--- src/rtl/spi_dac_writer_if.sv ---
// Request/SPI bundle between the ramp controller, the DAC writer and the DAC.
// The ramp controller drives the request, and the writer drives the SPI pins and status flags.
interface spi_dac_writer_if;
   logic       spi_start;
   logic [7:0] voltage;
   logic       sclk;
   logic       mosi;
   logic       cs_n;
   logic       busy;
   logic       done;
   logic       overrun;

   modport master (
      output spi_start, voltage,
      input  sclk, mosi, cs_n, busy, done, overrun
   );

   modport slave (
      input  spi_start, voltage,
      output sclk, mosi, cs_n, busy, done, overrun
   );
endinterface

--- src/rtl/spi_dac_writer.sv ---
// Serialises each captured 8-bit voltage code as one 16-bit SPI mode-0 frame
// {CTRL, code, 4'b0000} to the bias DAC, MSB first. A one-deep pending slot
// holds a request that arrives mid-frame. Overwriting that slot raises overrun.
module spi_dac_writer #(
   parameter int         CLK_DIV = 4,
   parameter logic [3:0] CTRL    = 4'h3
) (
   input logic             clk,
   input logic             reset,
   spi_dac_writer_if.slave bus
);

   localparam int             DW       = (CLK_DIV > 1) ? $clog2(CLK_DIV) : 1;
   localparam logic [DW-1:0]  DIV_LAST = DW'(CLK_DIV - 1);

   typedef enum logic [1:0] {
      IDLE  = 2'd0,
      SHIFT = 2'd1,
      HOLD  = 2'd2
   } state_t;

   state_t        state_q, state_d;
   logic [DW-1:0] div_q, div_d;
   logic [3:0]    bit_q, bit_d;
   logic          sclk_q, sclk_d;
   logic [15:0]   shreg_q, shreg_d;
   logic          pend_vld_q, pend_vld_d;
   logic [7:0]    pend_data_q, pend_data_d;
   logic          busy_s;
   logic          done_s;
   logic          overrun_s;
   logic          last_div;

   function automatic logic [15:0] frame_word(input logic [7:0] code);
      return {CTRL, code, 4'b0000};
   endfunction

   // State and datapath registers; reset aborts any frame immediately
   always_ff @(posedge clk or negedge reset) begin
      if (!reset) begin
         state_q    <= IDLE;
         div_q      <= '0;
         bit_q      <= '0;
         sclk_q     <= 1'b0;
         pend_vld_q <= 1'b0;
      end else begin
         state_q    <= state_d;
         div_q      <= div_d;
         bit_q      <= bit_d;
         sclk_q     <= sclk_d;
         pend_vld_q <= pend_vld_d;
      end
   end

   // Shift and pending data need no reset: mosi is gated by state and the
   // pending data is only consumed when its valid flag is set
   always_ff @(posedge clk) begin
      shreg_q     <= shreg_d;
      pend_data_q <= pend_data_d;
   end

   // Next-state logic: divider and bit sequencing, pending slot, and the frame hand-off
   always_comb begin
      state_d     = state_q;
      div_d       = div_q;
      bit_d       = bit_q;
      sclk_d      = sclk_q;
      shreg_d     = shreg_q;
      pend_vld_d  = pend_vld_q;
      pend_data_d = pend_data_q;
      done_s      = 1'b0;
      overrun_s   = 1'b0;
      busy_s      = (state_q != IDLE);
      last_div    = (div_q == DIV_LAST);

      // A request during a frame goes to the slot; a second one replaces it
      if (busy_s && bus.spi_start) begin
         pend_vld_d  = 1'b1;
         pend_data_d = bus.voltage;
         overrun_s   = pend_vld_q;
      end

      case (state_q)
         IDLE: begin
            if (bus.spi_start) begin
               state_d = SHIFT;
               shreg_d = frame_word(bus.voltage);
               div_d   = '0;
               bit_d   = '0;
               sclk_d  = 1'b0;
            end
         end
         SHIFT: begin
            if (last_div) begin
               div_d = '0;
               if (!sclk_q) begin
                  sclk_d = 1'b1;
               end else begin
                  // Falling edge: present the next bit for the next rising edge
                  sclk_d  = 1'b0;
                  shreg_d = {shreg_q[14:0], 1'b0};
                  bit_d   = bit_q + 4'd1;
                  if (bit_q == 4'd15) begin
                     state_d = HOLD;
                  end
               end
            end else begin
               div_d = div_q + 1'b1;
            end
         end
         HOLD: begin
            if (last_div) begin
               done_s = 1'b1;
               div_d  = '0;
               // pend_vld_d already includes a request that arrives on this cycle
               if (pend_vld_d) begin
                  state_d    = SHIFT;
                  shreg_d    = frame_word(pend_data_d);
                  pend_vld_d = 1'b0;
                  bit_d      = '0;
                  sclk_d     = 1'b0;
               end else begin
                  state_d = IDLE;
               end
            end else begin
               div_d = div_q + 1'b1;
            end
         end
         default: begin
            state_d = IDLE;
         end
      endcase
   end

   assign bus.sclk    = sclk_q;
   assign bus.cs_n    = (state_q != SHIFT);
   assign bus.mosi    = (state_q == SHIFT) & shreg_q[15];
   assign bus.busy    = busy_s;
   assign bus.done    = done_s;
   assign bus.overrun = overrun_s;

endmodule

--- src/flat_wrapper.sv ---
// flat-port wrapper written by rule: the top's interface ports become plain ports
module spi_dac_writer_flat 
#(
   parameter int         CLK_DIV = 4,
   parameter logic [3:0] CTRL    = 4'h3
)
  (clk, reset, bus_spi_start, bus_voltage, bus_sclk, bus_mosi, bus_cs_n, bus_busy, bus_done, bus_overrun);
  spi_dac_writer_if bus_i ();
  input logic clk;
  input logic reset;
  input wire logic [$bits(bus_i.spi_start)-1:0] bus_spi_start;
  input wire logic [$bits(bus_i.voltage)-1:0] bus_voltage;
  output wire logic [$bits(bus_i.sclk)-1:0] bus_sclk;
  output wire logic [$bits(bus_i.mosi)-1:0] bus_mosi;
  output wire logic [$bits(bus_i.cs_n)-1:0] bus_cs_n;
  output wire logic [$bits(bus_i.busy)-1:0] bus_busy;
  output wire logic [$bits(bus_i.done)-1:0] bus_done;
  output wire logic [$bits(bus_i.overrun)-1:0] bus_overrun;
  assign bus_i.spi_start = bus_spi_start;
  assign bus_i.voltage = bus_voltage;
  assign bus_sclk = bus_i.sclk;
  assign bus_mosi = bus_i.mosi;
  assign bus_cs_n = bus_i.cs_n;
  assign bus_busy = bus_i.busy;
  assign bus_done = bus_i.done;
  assign bus_overrun = bus_i.overrun;
  spi_dac_writer #(.CLK_DIV(CLK_DIV), .CTRL(CTRL)) u_core (.clk(clk), .reset(reset), .bus(bus_i));
endmodule
--- config.mk ---
export PLATFORM = sky130hd
export DESIGN_NAME = spi_dac_writer_flat
export DESIGN_NICKNAME = d
export VERILOG_FILES = /design/src/rtl/spi_dac_writer_if.sv /design/src/rtl/spi_dac_writer.sv /design/src/flat_wrapper.sv
export SDC_FILE = /design/constraint.sdc
export NUM_CORES = 1
export LEC_CHECK = 0
export CAP_MARGIN = 25
export CORE_MARGIN = 5
export CORE_UTILIZATION = 35
export DETAILED_ROUTE_END_ITERATION = 8
export GPL_TIMING_DRIVEN = 0
export PLACE_DENSITY = 0.52
export SLEW_MARGIN = 20
export SYNTH_ARGS = -nofsm -noshare
export SYNTH_HDL_FRONTEND = slang
export SYNTH_SLANG_ARGS = --single-unit
--- constraint.sdc ---
create_clock -name clk -period 2.5 [get_ports clk]
set_input_delay 0.5 -clock clk [delete_from_list [all_inputs] [get_ports clk]]
set_output_delay 0.5 -clock clk [all_outputs]
set_load 0.01 [all_outputs]
# --- Word-level counts from Yosys, hierarchy flattened ---
# Cells that the tools add are included.
totals:
  ff_bits: 34
  inputBits: 11
  output_inout_bits: 6
  elab_cells: 66
op_classes:
  add_sub_neg: 2
  n_eq_ne: 11
  n_mux: 35
  n_bitwise: 1
  reduce_logical: 10
ops:
  columns: ["cell", "n"]
  rows:
  - ["$mux 16", 5]
  - ["$pmux 16 s3", 1]
  - ["$mux 4", 5]
  - ["$mux 2", 7]
  - ["$mux 1", 12]
  - ["$ne 2x1->1 const B", 6]
  - ["$pmux 4 s3", 1]
  - ["$reduce_and 5->1", 2]
  - ["$mux 8", 1]
  - ["$pmux 2 s3", 1]
  - ["$reduce_and 6->1", 1]
  - ["$add 4x1->4 const B", 1]
  - ["$eq 2x2->1 const B", 2]
  - ["$eq 4x4->1 const B", 1]
  - ["$pmux 2 s2", 1]
  - ["$reduce_bool 2->1", 2]
  - ["$pmux 1 s3", 1]
  - ["$reduce_bool 3->1", 1]
  - ["$add 2x1->2 const B", 1]
  - ["$eq 2x1->1 const B", 1]
  - ["$logic_not 2->1", 1]
  - ["$ne 2x2->1 const B", 1]
  - ["$reduce_and 2->1", 1]
  - ["$reduce_or 2->1", 1]
  - ["other kinds (2)", 2]

# --- Longest topological paths before layout ---
# Gate-level depths: netlist of the first run.
logic_depth:
  word_depth: 6
  ltp_mapped: 7
  depth_no_buf: 6

# --- Worst setup path before layout of the first run ---
# OpenSTA, ideal clock, no wires.
synth_timing:
  path_type: "reg-to-reg"
  start: "register u_core.state_q[0]"
  end: "register u_core.shreg_q[10] (enable)"
  setup_time_ns: 0.344
  arrival_ns: 1.628
  required_ns: 2.156
  path_slack_ns: 0.528
  path_stages_with_launch: 7
  path_buffers: 0
  period_less_slack_ns: 1.972
  cell_sequence: "dfrtp_1 > inv_1 > ha_1 > nand2b_4 > a31o_4 > or2_4 > inv_1"
synth_between:
  elab_chain_len: 5
  word_cells_on_any_way: 13
  cone_classes: "eq/ne: 7; mux: 1; reduce/logical: 5"
synth_rtl:
  columns: ["element", "line", "rtl"]
  rows:
  - ["start, declared", "spi_dac_writer.sv:22", "state_t state_q, state_d;"]
  - ["start signal, assigned", "spi_dac_writer.sv:47", "state_q <= state_d;"]
  - ["$reduce_bool 2->1", "spi_dac_writer.sv:73", "busy_s = (state_q != IDLE);"]
  - ["$logic_and 1x1->1", "spi_dac_writer.sv:77", "if (busy_s && bus.spi_start) begin"]
  - ["$mux 1", "spi_dac_writer.sv:77", null]
  - ["$ne 2x1->1 (no source line)", null, null]
  - ["$reduce_and 6->1 (no source line) *", null, null]
  - ["end signal, assigned", "spi_dac_writer.sv:58", "shreg_q <= shreg_d;"]
  - ["end, declared", "spi_dac_writer.sv:26", "logic [15:0] shreg_q, shreg_d;"]
# Mark *: on every way between the ends. The rest lies on a longest branch, timed or not.
# A chain may end at the register's enable or synchronous reset.

# --- Worst setup path in the final report of the first run ---
layout_timing:
  start: "register u_core.state_q[1]"
  end: "output port bus_mosi"
layout_between:
  elab_chain_len: 2
layout_rtl:
  columns: ["element", "line", "rtl"]
  rows:
  - ["$eq 2x1->1", "spi_dac_writer.sv:137", "assign bus.mosi = (state_q == SHIFT) & shreg_q[15];"]
  - ["$and 1x1->1", "spi_dac_writer.sv:137", null]
  - ["end, declared", "flat_wrapper.sv:14", "output wire logic [$bits(bus_i.mosi)-1:0] bus_mosi;"]
# No other way between the ends.

==> results.toml, run 1 <==
[run_status]
outcome = "completed"

[drt]
detail-route-antenna-nets = 0
vias = 1071
routed_wl_um = 2974
drt_first_pass_iters = 4
vias_per_cell = 5.005
drt-initial-drc-count = 56
post-route-drc-count = 0
wl_per_cell_um = 13.90

[worst_setup_path]
crit_arrival_ns = 1.88
required_ns = 2.00
crit_path_max_fanout = 19
critPathCaptureType = "primary output"
path_class = "reg -> out"
cp_slowest_stage_delay_ns = 0.53
r2r_start = "u_core.state_q[1]"
critPathLaunch = "u_core.state_q[1]"
startpoint_type = "flop"
rr_worst_depth = 6
cp_cell_sequence = "inv_1 -> ha_2 -> buf_8 -> and2_1 -> clkdlybuf4s50_1"
slowest_stage = "clkdlybuf4s50_1"

[floorplanning]
initial_utilization_pct = 36.45
chipHeight_um = 75.01
ios = 17
core_area_mm2 = 0.004058
die_x_um = 75.01
rows = 23
die_area_mm2 = 0.005626

[yosys]
synth_nets = 157
yosys.area.top_type_share_pct = 24.37
yosysWarnings = 0
synth_mux_area_share_pct = 6.091
syn-cell-area_mm2 = 0.001479
synth-simple-area-share_pct = 16.75
synth_area_leaders = "edfxtp_1, dfrtp_1, dfxtp_1"
ys_ff_latch = 30
synth_ff_type = "edfxtp_1"
yosysSeqAreaShare_pct = 52.12
synth_cell_types = 30
syn_inst = 139
synth-compound-area-share_pct = 15.91
synth-xor-area-share_pct = 0
synth-async-reset-ratio_pct = 33.33
synth_top_family_by_area = "simple AND/OR/NAND/NOR gates"
yosysTopAreaCell = "edfxtp_1"
synth-edff-count = 12
avgSynthCellArea_um2 = 10.64
yosys.area_share.adder_pct = 5.922

[final_layout]
finalNonFillerCells = 214
nets = 181
design_area_mm2 = 0.001842
diodes = 0
synthToLayoutAreaGrowth_pct = 24.53
final_util_pct = 45.39
drive_above_1_share_pct = 16.46

[power]
p_leak_nw = 0.7531
power.density_mw_per_mm2 = 1362
vdd_drop_max_mv = 0.4424

[timing]
worst_clock_skew_ns = 0.009762
setup_tns_ns = 0
min_period_ns = 2.383
final-max-slew-violation-count = 0
setup_viol = 0
slew_headroom_pct = 67.33
worst_pin_slew_ns = 0.4886
worst_slack_ns = 0.1170
layout_worst_path_cycle_share_pct = 95.32
fmax_ghz = 0.4196
final_hold_viol_count = 0

[clocking]
clkLatencyLatePin_ns = 0.28
cts_root_buffer = "clkbuf_8"
path_clk_slew_ns = 0.06
cts_buffers = 5
htreeDepth = 2
cts_tree = "yes"
cts_sinks = 30
cts-root-to-sink-buffers = 2

[place]
gp_congestion = 0.7296
io_buffers = 16
dp_slack_ns = -0.09872
placed_cells = 205
postPlaceCellArea_mm2 = 0.001702
hpwlAfterDp_um = 2148

[hold_path]
hold_class = "reg -> reg"
min_from = "u_core.pend_data_q[0]"
hold_depth = 2

[grt]
grt_util_all_layers_pct = 12.26
grt_max_degree = 20
grt_pass1_wl_um = 5043
antenna_found_initial = 0
grt_pass1_vias = 1065
grt_overflow_total = 0

[job]
max-cap-violations = 0
==> Yosys cell counts (6+ instances only) <==
library cell,instances
a21oi_1,10
edfxtp_1,12
a22oi_1,7
inv_1,6
dfrtp_1,10
nor2_1,11
nand2_1,13
o21ai_0,10
nand3_1,7
ha_1,7
mux2_2,8
dfxtp_1,8
==> kinds of logic (layout without fill, tap and decap cells) <==
logic type | after synthesis | in the layout
multiplexers | 8 | 8
AND/OR/NAND/NOR | 48 | 48
flip-flops | 30 | 30
AO/OA/AOI/OAI | 34 | 34
adder cells (fa/ha/maj) | 7 | 7
buffers and inverters | 12 | 37
==> critical path, delay by kind of cell (launching register included) <==
| family | cells | cell delay, ns |
|---|---|---|
| DFF | 1 | 0.43 |
| and+or+nand+nor | 1 | 0.13 |
| buffers and inverters | 3 | 0.81 |
| adders and majority gates | 1 | 0.24 |
==> registers in the layout, summed over array words and instances (netlist names) <==
name,count
u_core.pend_vld_q,1
u_core.bus.sclk,1
u_core.div_q,2
u_core.shreg_q,12
u_core.pend_data_q,8
u_core.bit_q,4
u_core.state_q,2
==> area by class of cell <==
type | count | area, um2
plain buffers | 5 | 38.79
repair buffers | 18 | 175.2
well taps | 50 | 62.56
inverters | 6 | 22.52
flip-flops and latches | 30 | 770.7
clock buffers | 6 | 72.57
fillers | 374 | 2216
multi-input cells | 97 | 665.6
clock inverters | 2 | 33.78
==> per-layer routing <==
layer | track usage [%] | wire length [um] | vias up
met1 | 14.60 | 1398 | 509
met2 | 20.12 | 1387 | 16
met4 | 4.743 | 49 | 0
met3 | 4.539 | 139 | 6
li1 | - | - | 540
met5 | 0 | 0 | -
==> layout by cell type, fill, tap and decap left out, types with 2 or more instances in the layout <==
master	netlist	final
clkdlybuf4s50_1	0	16
nand2_1	13	13
edfxtp_1	12	12
nor2_1	11	11
a21oi_1	10	10
o21ai_0	10	10
dfrtp_1	10	10
mux2_2	8	8
dfxtp_1	8	8
a22oi_1	7	7
nand3_1	7	7
inv_1	6	6
ha_1	7	5
clkbuf_8	0	5
and2_1	4	4
nand2b_1	4	4
clkbuf_1	4	3
nor2b_1	2	2
nand3b_1	2	2
ha_2	0	2
buf_4	0	2
==> path summary, 6_finish.rpt <==
| kind | slack, ns | endpoint |
|---|---|---|
| setup / recovery | 0.12 | bus_mosi |
| setup reg to reg | 0.29 | u_core.shreg_q[5] |
| hold / removal | 0.45 | u_core.pend_data_q[0] |
| max in group asynchronous | 1.61 | u_core.state_q[0] |
| min in group asynchronous | 0.55 | u_core.bit_q[2] |
| hold reg to reg | 0.45 | u_core.pend_data_q[0] |
==> what timing repair did <==
item,CTS,global route
hold buffers,0,0
resized for setup,5,4
endpoints found under the setup margin,2,3
buffers inserted,0,2
==> through the flow <==
| step | power (mW) | hold WS (ns) |
|---|---|---|
| 6_report | 2.509 | 0.4458 |
| 5_1_grt | 2.701 | 0.4718 |
| 4_1_cts | 2.507 | 0.4470 |
| 3_5_place_dp | 2.017 | 0.4379 |
| 3_3_place_gp | 1.966 | 0.4329 |
| 2_1_floorplan | 1.689 | 0.2044 |
==> where the power goes <==
| group | internal, mW | total [mW] | switching [mW] |
|---|---|---|---|
| clock network | 0.294 | 0.472 | 0.178 |
| logic | 0.499 | 1.10 | 0.602 |
| registers | 0.834 | 0.937 | 0.103 |
| total | 1.63 | 2.51 | 0.882 |
Note: power is estimated with default switching activity, not from simulation.
==> inputs of run 2 (changes only) <==
--- a/config.mk
+++ b/config.mk
@@ -7,10 +7,10 @@
 export LEC_CHECK = 0
 export CAP_MARGIN = 25
 export CORE_MARGIN = 5
-export CORE_UTILIZATION = 35
+export CORE_UTILIZATION = 45
 export DETAILED_ROUTE_END_ITERATION = 8
 export GPL_TIMING_DRIVEN = 0
-export PLACE_DENSITY = 0.52
+export PLACE_DENSITY = 0.64
 export SLEW_MARGIN = 20
 export SYNTH_ARGS = -nofsm -noshare
 export SYNTH_HDL_FRONTEND = slang
==> run 2 against run 1 <==
Sequential power about the same. Global-route usage increased by 1.8 points. Combinational power about the same. Via count grew 2.7%. Register-to-register slack got worse by 0.05 ns. Die area shrank 19%. Total power down 3.4%. Utilization is 13 points higher. Maximum frequency decreased by 1.0%. Clock power decreased by 19%. Critical path type unchanged.
==> results.toml, run 2 (same netlist as run 1, synthesis figures left out) <==
[run_status]
outcome = "completed"

[final_layout]
drive_above_1_share_pct = 18.29
final_util_pct = 58.71
finalNonFillerCells = 208
final_cell_mix = "clkdlybuf4s50_1, nand2_1, edfxtp_1"
synthToLayoutAreaGrowth_pct = 23.18
regMostFlops = "u_core.shreg_q"
largest_register_ffs = 12
diodes = 0
top_regs = "u_core.shreg_q x12, u_core.pend_data_q x8, u_core.bit_q x4"
nets = 181
mostFrequentLayoutCell = "clkdlybuf4s50_1"

[floorplanning]
core_area_mm2 = 0.003103
chipHeight_um = 67.33
rows = 20
die_area_mm2 = 0.004533
die_x_um = 67.33
ios = 17
initial_utilization_pct = 47.66

[place]
gp_congestion = 0.7944
placed_cells = 199
hpwlAfterDp_um = 1953
io_buffers = 16

[drt]
wl_per_cell_um = 13.38
drt-met1-wl_um = 1250
routed_wl_um = 2783
post-route-drc-count = 0
drt_first_pass_iters = 4
drt-initial-drc-count = 98
met2_length_um = 1368
detail-route-antenna-nets = 0
routed.top_layer = "met4"
vias = 1100
met3WireLength_um = 122
vias_per_cell = 5.288

[worst_setup_path]
critPathLaunch = "u_core.state_q[1]"
path_class = "reg -> out"
required_ns = 2.00
crit_arrival_ns = 1.91
crit_path_max_fanout = 6
startpoint_type = "flop"
rrSetupSlack_ns = 0.24
r2r_start = "u_core.state_q[1]"
rr_worst_depth = 6
r2r_end = "u_core.shreg_q[15]"
critPathCaptureType = "primary output"

[grt]
antenna_found_initial = 0
grt_util_all_layers_pct = 14.04
grt_pass1_wl_um = 4685
grt_overflow_total = 0
grt_pass1_vias = 1046
grt_max_degree = 20

[clocking]
cts_buffers = 5
holdBufCountCts = 0
cts_sinks = 30
path_clk_slew_ns = 0.10
clkLatencyLatePin_ns = 0.33
htreeDepth = 2
cts_root_buffer = "clkbuf_4"
cts-root-to-sink-buffers = 2
cts_tree = "yes"

[power]
power.total_mw = 2.425
vdd_drop_max_mv = 0.5856
p_leak_nw = 0.7648
power.density_mw_per_mm2 = 1331

[timing]
setup_viol = 0
layout_worst_path_cycle_share_pct = 96.33
final-max-slew-violation-count = 0
slew_headroom_pct = 65.92
setup_tns_ns = 0
min_period_ns = 2.408
rsz0062_at_grt = "true"
fmax_ghz = 0.4152
final_hold_viol_count = 0
worst_pin_slew_ns = 0.5107
whs_ns = 0.4609
worst_clock_skew_ns = 0.008583

[hold_path]
hold_class = "reg -> reg"
hold_end = "u_core.pend_data_q[0]"
hold_depth = 2
min_from = "u_core.pend_data_q[0]"

[job]
max-cap-violations = 0
==> run 2: stage by stage <==
stage / cell area [um2] / setup WS [ns]
global placement: 1694 / -0.07337
floorplan: 1479 / 0.5278
global route: 1822 / -0.01975
detailed placement: 1694 / -0.09422
CTS: 1800 / 0.01022
finish: 1822 / 0.09178
==> run 2: worst max-delay path, stage by stage (launching register included) <==
cell and delay, ns:
dfrtp_2 0.42, inv_1 0.10, ha_1 0.24, nand2b_4 0.19
nor2_1 0.10, clkdlybuf4s50_1 0.54
==> run 2: worst max path at each step <==
stage / slack (ns) / to
2_1_floorplan: 0.53 / u_core.shreg_q[10]
3_3_place_gp: -0.07 / bus_mosi
3_5_place_dp: -0.09 / bus_mosi
4_1_cts: 0.01 / bus_mosi
5_1_grt: -0.02 / bus_overrun
6_report: 0.09 / bus_overrun
==> run 2: cell type report <==
type	instances	area, um2
Timing Repair Buffer	18	177.7
Buffer	5	41.29
Fill cell	289	1281
Clock buffer	5	37.54
Inverter	6	22.52
Multi-Input combinational cell	97	675.6
Clock inverter	3	40.04
Tap cell	44	55.05
Sequential cell	30	772.0
==> run 2: what timing repair did <==
item | CTS | global route
gates resized for setup | 8 | 3
endpoints found under the hold margin | 0 | 0
buffers inserted | 1 | 1
setup endpoints to repair | 2 | 3
==> run 2: per-layer routing <==
metal | vias to the layer above | global-route usage (%)
met5 | - | 0
met4 | 0 | 6.835
met3 | 5 | 3.993
met2 | 22 | 23.93
met1 | 534 | 16.06
li1 | 539 | -
==> run 2: report_power, final <==
group          internal, mW  switching [mW]  leakage [nW]  total (mW)
clock network         0.207           0.173        0.0450       0.380
registers             0.833           0.101         0.303       0.934
logic                 0.512           0.599         0.417        1.11
total                  1.55           0.873         0.765        2.42
